$ cat src/rtl/ps2_keyboard.sv
// ps2_keyboard: PS/2 set-2 receiver that presents the held key as a Hack keyboard word.
module ps2_keyboard #(
    parameter int FILTER_LEN     = 4,
    parameter int TIMEOUT_CYCLES = 200000
) (
    input  logic        clk,
    input  logic        reset,
    input  logic        ps2_clk,
    input  logic        ps2_data,
    output logic [15:0] key_out,
    output logic        frame_error
);
    localparam int TW = $clog2(TIMEOUT_CYCLES + 1);
    typedef enum logic {IDLE, RECV} state_t;
    logic [1:0]            clk_s_q, dat_s_q;
    logic [FILTER_LEN-1:0] filt_q;
    logic                  fclk_q, fclk_d, fall, din;
    state_t                state_q, state_d;
    logic [3:0]            cnt_q, cnt_d;
    logic [8:0]            sh_q, sh_d;
    logic [TW-1:0]         tmr_q, tmr_d;
    logic                  ext_q, ext_d, brk_q, brk_d, err_q, err_d;
    logic [15:0]           key_q, key_d, code;

    function automatic logic [15:0] map(input logic e, input logic [7:0] c);
        if (e) begin
            case (c)
                8'h6B: return 16'd130;
                8'h75: return 16'd131;
                8'h74: return 16'd132;
                8'h72: return 16'd133;
                8'h6C: return 16'd134;
                8'h69: return 16'd135;
                8'h7D: return 16'd136;
                8'h7A: return 16'd137;
                8'h70: return 16'd138;
                8'h71: return 16'd139;
                default: return 16'd0;
            endcase
        end
        case (c)
            8'h1C: return 16'd65;
            8'h32: return 16'd66;
            8'h21: return 16'd67;
            8'h23: return 16'd68;
            8'h24: return 16'd69;
            8'h2B: return 16'd70;
            8'h34: return 16'd71;
            8'h33: return 16'd72;
            8'h43: return 16'd73;
            8'h3B: return 16'd74;
            8'h42: return 16'd75;
            8'h4B: return 16'd76;
            8'h3A: return 16'd77;
            8'h31: return 16'd78;
            8'h44: return 16'd79;
            8'h4D: return 16'd80;
            8'h15: return 16'd81;
            8'h2D: return 16'd82;
            8'h1B: return 16'd83;
            8'h2C: return 16'd84;
            8'h3C: return 16'd85;
            8'h2A: return 16'd86;
            8'h1D: return 16'd87;
            8'h22: return 16'd88;
            8'h35: return 16'd89;
            8'h1A: return 16'd90;
            8'h45: return 16'd48;
            8'h16: return 16'd49;
            8'h1E: return 16'd50;
            8'h26: return 16'd51;
            8'h25: return 16'd52;
            8'h2E: return 16'd53;
            8'h36: return 16'd54;
            8'h3D: return 16'd55;
            8'h3E: return 16'd56;
            8'h46: return 16'd57;
            8'h29: return 16'd32;
            8'h5A: return 16'd128;
            8'h66: return 16'd129;
            8'h76: return 16'd140;
            default: return 16'd0;
        endcase
    endfunction

    // Filtered clock only moves once every sample in the window agrees.
    assign fclk_d = &filt_q ? 1'b1 : ~|filt_q ? 1'b0 : fclk_q;
    assign fall   = fclk_q & ~fclk_d;
    assign din    = dat_s_q[1];
    assign code   = map(ext_q, sh_q[7:0]);

    always_comb begin
        state_d = state_q;
        cnt_d   = cnt_q;
        sh_d    = sh_q;
        tmr_d   = (fall || state_q == IDLE) ? '0 : tmr_q + 1'b1;
        ext_d   = ext_q;
        brk_d   = brk_q;
        key_d   = key_q;
        err_d   = 1'b0;
        if (state_q == IDLE) begin
            if (fall && din) begin
                err_d = 1'b1;
                ext_d = 1'b0;
                brk_d = 1'b0;
            end else if (fall) begin
                state_d = RECV;
                cnt_d   = '0;
            end
        end else if (fall && cnt_q != 4'd9) begin
            sh_d  = {din, sh_q[8:1]};
            cnt_d = cnt_q + 4'd1;
        end else if (fall && ^sh_q && din) begin
            state_d = IDLE;
            if (sh_q[7:0] == 8'hE0) ext_d = 1'b1;
            else if (sh_q[7:0] == 8'hF0) brk_d = 1'b1;
            else begin
                ext_d = 1'b0;
                brk_d = 1'b0;
                key_d = code == '0 ? key_q : !brk_q ? code : code == key_q ? '0 : key_q;
            end
        end else if (fall || tmr_q == TW'(TIMEOUT_CYCLES - 1)) begin
            state_d = IDLE;
            err_d   = 1'b1;
            ext_d   = 1'b0;
            brk_d   = 1'b0;
        end
    end

    always_ff @(posedge clk) begin
        if (reset) begin
            clk_s_q <= '1;
            dat_s_q <= '1;
            filt_q  <= '1;
            fclk_q  <= 1'b1;
            state_q <= IDLE;
            cnt_q   <= '0;
            sh_q    <= '0;
            tmr_q   <= '0;
            ext_q   <= 1'b0;
            brk_q   <= 1'b0;
            key_q   <= '0;
            err_q   <= 1'b0;
        end else begin
            clk_s_q <= {clk_s_q[0], ps2_clk};
            dat_s_q <= {dat_s_q[0], ps2_data};
            filt_q  <= {filt_q[FILTER_LEN-2:0], clk_s_q[1]};
            fclk_q  <= fclk_d;
            state_q <= state_d;
            cnt_q   <= cnt_d;
            sh_q    <= sh_d;
            tmr_q   <= tmr_d;
            ext_q   <= ext_d;
            brk_q   <= brk_d;
            key_q   <= key_d;
            err_q   <= err_d;
        end
    end

    assign key_out     = key_q;
    assign frame_error = err_q;
endmodule

$ cat config.mk
export PLATFORM = sky130hd
export DESIGN_NAME = ps2_keyboard
export DESIGN_NICKNAME = d
export VERILOG_FILES = /design/src/rtl/ps2_keyboard.sv
export SDC_FILE = /design/constraint.sdc
export NUM_CORES = 1
export LEC_CHECK = 0
export ABC_AREA = 1
export CAP_MARGIN = 20
export CORE_UTILIZATION = 30
export DETAILED_ROUTE_END_ITERATION = 8
export PLACE_DENSITY_LB_ADDON = 0.08
export REMOVE_ABC_BUFFERS = 1
export SYNTH_ARGS = -nofsm -noshare
export SYNTH_HDL_FRONTEND = slang
export SYNTH_SLANG_ARGS = --single-unit
$ cat constraint.sdc
create_clock -name clk -period 7 [get_ports clk]
set_input_delay 1.05 -clock clk [delete_from_list [all_inputs] [get_ports clk]]
set_output_delay 1.05 -clock clk [all_outputs]
set_load 0.05 [all_outputs]
==> metrics <==
Worst Tran Pin Value ~0.85 ns; register area 1201 um^2; Iter 0 DRT Violations around 170; startpoint types primary input; Final setup viols 0; wire length on met3 ~160 um; die area 13380 um^2; Layout Nets 620; Starting Density 0.3072; Pins Over Slew Limit 0; Ant. Diodes 0; WP buf/inv 5; WP data required 7.25 ns; CTS tree yes; M1 wire length 4.887 mm; max cap viols 0; # DRC 0; Synth area leader dfxtp_1; kind of cell adding the most delay to the critical path buffers and inverters; synthesized flop and latch total 60; detailed-route wire length ~9.5 mm; via density per instance about 4.5; gr ovfl total 0; clk_skew 0.003723 ns; Crit path arrival time 3.79 ns; Max Used Layer met4; max frequency approximately 280 MHz; max_slew headroom 0.4322; area of the core 12620 um^2; share of layout cells above drive strength 1 0.08863; WHS about 0.42 ns; commonest non-fill, non-tap cell in the layout nand2_1; synthesis-to-layout area growth 15.24%; GR Util All Layers 0.1546; clk root buf clkbuf_16; Crit path largest cell delay 0.61 ns; CTS sink count 60; fin crit share 0.5058; leakage 1.986 nW; Cell Chain, Critical Path clkdlybuf4s50_1 -> buf_4 -> inv_1 -> nand2_2 -> inv_1 -> ha_1 -> nand3_1 -> inv_1 -> nand2_1 -> nor2_1 -> nand2_1 -> nand2_1 -> nor2_1 -> a21oi_1; initial antenna violation count 0; Longest Clk Path Bufs 2; crit path time final 3.541 ns; Placer Congestion between 0.8 and 0.9; Row Count 41; vias roughly 3500; vias in the first global route 3312; PwrDens 196.3 nW/um^2; RSZ-0062 raised after global routing no; post-synthesis sequential area ratio 0.3099; post-CTS sizing 0; CP max FO 22; drt first pass iters 5; Fill cells 1392; Syn. warnings 0; final hold viol count 0; CP max stage cell inv_1; synth top area cells dfxtp_1 31%, nand2_1 15%, nand3_1 8.0%; total CTS buffers 9; Worst-Skew Late Latency 0.33 ns; area of the multi-input gates 2335 um^2; # Post-CTS Setup Buffers 0; routed len/inst 12.30 um; Yosys cell types 39; antenna-violating nets left 0; Mapped Area 3876 um^2; largest net degree at the start of global routing 23; Setup crit end kind flop; met2 wire len 4.282 mm; Worst VDD drop 102.7 uV; first-pass GRT wire length 15.99 mm; IO buf count 12; total chip power about 0.00088 W; die height 115.7 um; Mean Syn Cell Area 6.660 um^2; Post-Route Setup TNS 0 ns; Horiz. Die Dim 115.7 um; worst setup path class in -> reg; number of top-level pins 21; HPWL after DPL 7.308 mm; Worst Hold Class reg -> reg; Syn Inst Count 582; Hold Buf Count CTS 0; most frequent cells in the layout 156 x nand2_1, 71 x nor2_1, 62 x nand3_1; clk slew on worst S/H paths 0.05 ns; status finished clean; share of the synthesized area in the top cell type 0.3099; H-Tree Depth 3
kinds of logic (layout without fill, tap and decap cells):
family | count (synthesis) | in the layout | share of synthesized area
flops | 60 | 60 | 0.3099
xor+xnor | 14 | 14 | 0.03163
fa+ha+maj | 23 | 23 | 0.07424
compound gates | 57 | 57 | 0.07811
buf+inv | 82 | 91 | 0.09458
simple gates | 345 | 345 | 0.4106
other cells | 1 | 8 | 0.0009674
path summary, 6_finish.rpt:
kind | slack (ns) | depth (start not counted) | start | end
min reg2reg | 0.42 | 1 | dat_s_q[0] | dat_s_q[1]
max | 3.46 | 14 | reset | flop
min | 0.42 | 1 | dat_s_q[0] | dat_s_q[1]
max reg2reg | 3.90 | 18 | cnt_q[1] | flop
synth_stat cells:
cell	n
a32oi_1	1
nor2_4	2
nor3_4	2
o21ai_1	3
dfxtp_1	60
buf_2	1
nor2_2	3
clkinv_4	1
nor3_1	10
nand3_1	62
and3_1	1
nor2_1	71
nand3_2	2
inv_1	55
nor3_2	1
nand4_1	12
nand2_1	156
conb_1	1
nand2_4	3
clkinv_1	2
nand2_2	6
nand3b_1	2
inv_2	4
nand3_4	1
ha_1	23
o21ai_0	14
nor4_1	1
buf_4	10
xnor2_1	3
a21oi_1	34
a21oi_2	1
or2_2	8
nand4_4	1
o21a_1	1
clkbuf_1	7
buf_6	2
xor2_1	11
nor3b_2	1
o211ai_1	3
cell type report:
type / count / area share
Inverter: 62 / 0.05322
Tap cell: 172 / 0.04818
Multi-Input combinational cell: 447 / 0.5227
Clock inverter: 6 / 0.02493
Sequential cell: 60 / 0.2689
Clock buffer: 10 / 0.05350
Timing Repair Buffer: 13 / 0.02857
layer usage:
| metal | GRT usage | vias up |
|---|---|---|
| met3 | 0.02354 | 10 |
| met5 | 0 | - |
| met4 | 0.07521 | 0 |
| li1 | - | 1876 |
| met1 | 0.2049 | 1568 |
| met2 | 0.2459 | 47 |
power breakdown:
group / internal, W / switching [W]
clock network: 0.000357 / 0.000158
registers: 0.000343 / 0.000000590
logic: 0.00000315 / 0.0000154
total: 0.000703 / 0.000174
through the flow:
stage / cell area (um^2) / std cells / utilization / setup slack, ns
floorplan: 3774 / 569 / - / 4.248
detailed placement: 4116 / 754 / 0.3262 / 3.128
CTS: 4467 / 770 / 0.3540 / 3.467
global placement: 4116 / 754 / 0.3262 / 3.132
global route: 4467 / 770 / 0.3540 / 3.193
finish: 4467 / 770 / 0.3540 / 3.459
Power figures use the tool's default switching activity.
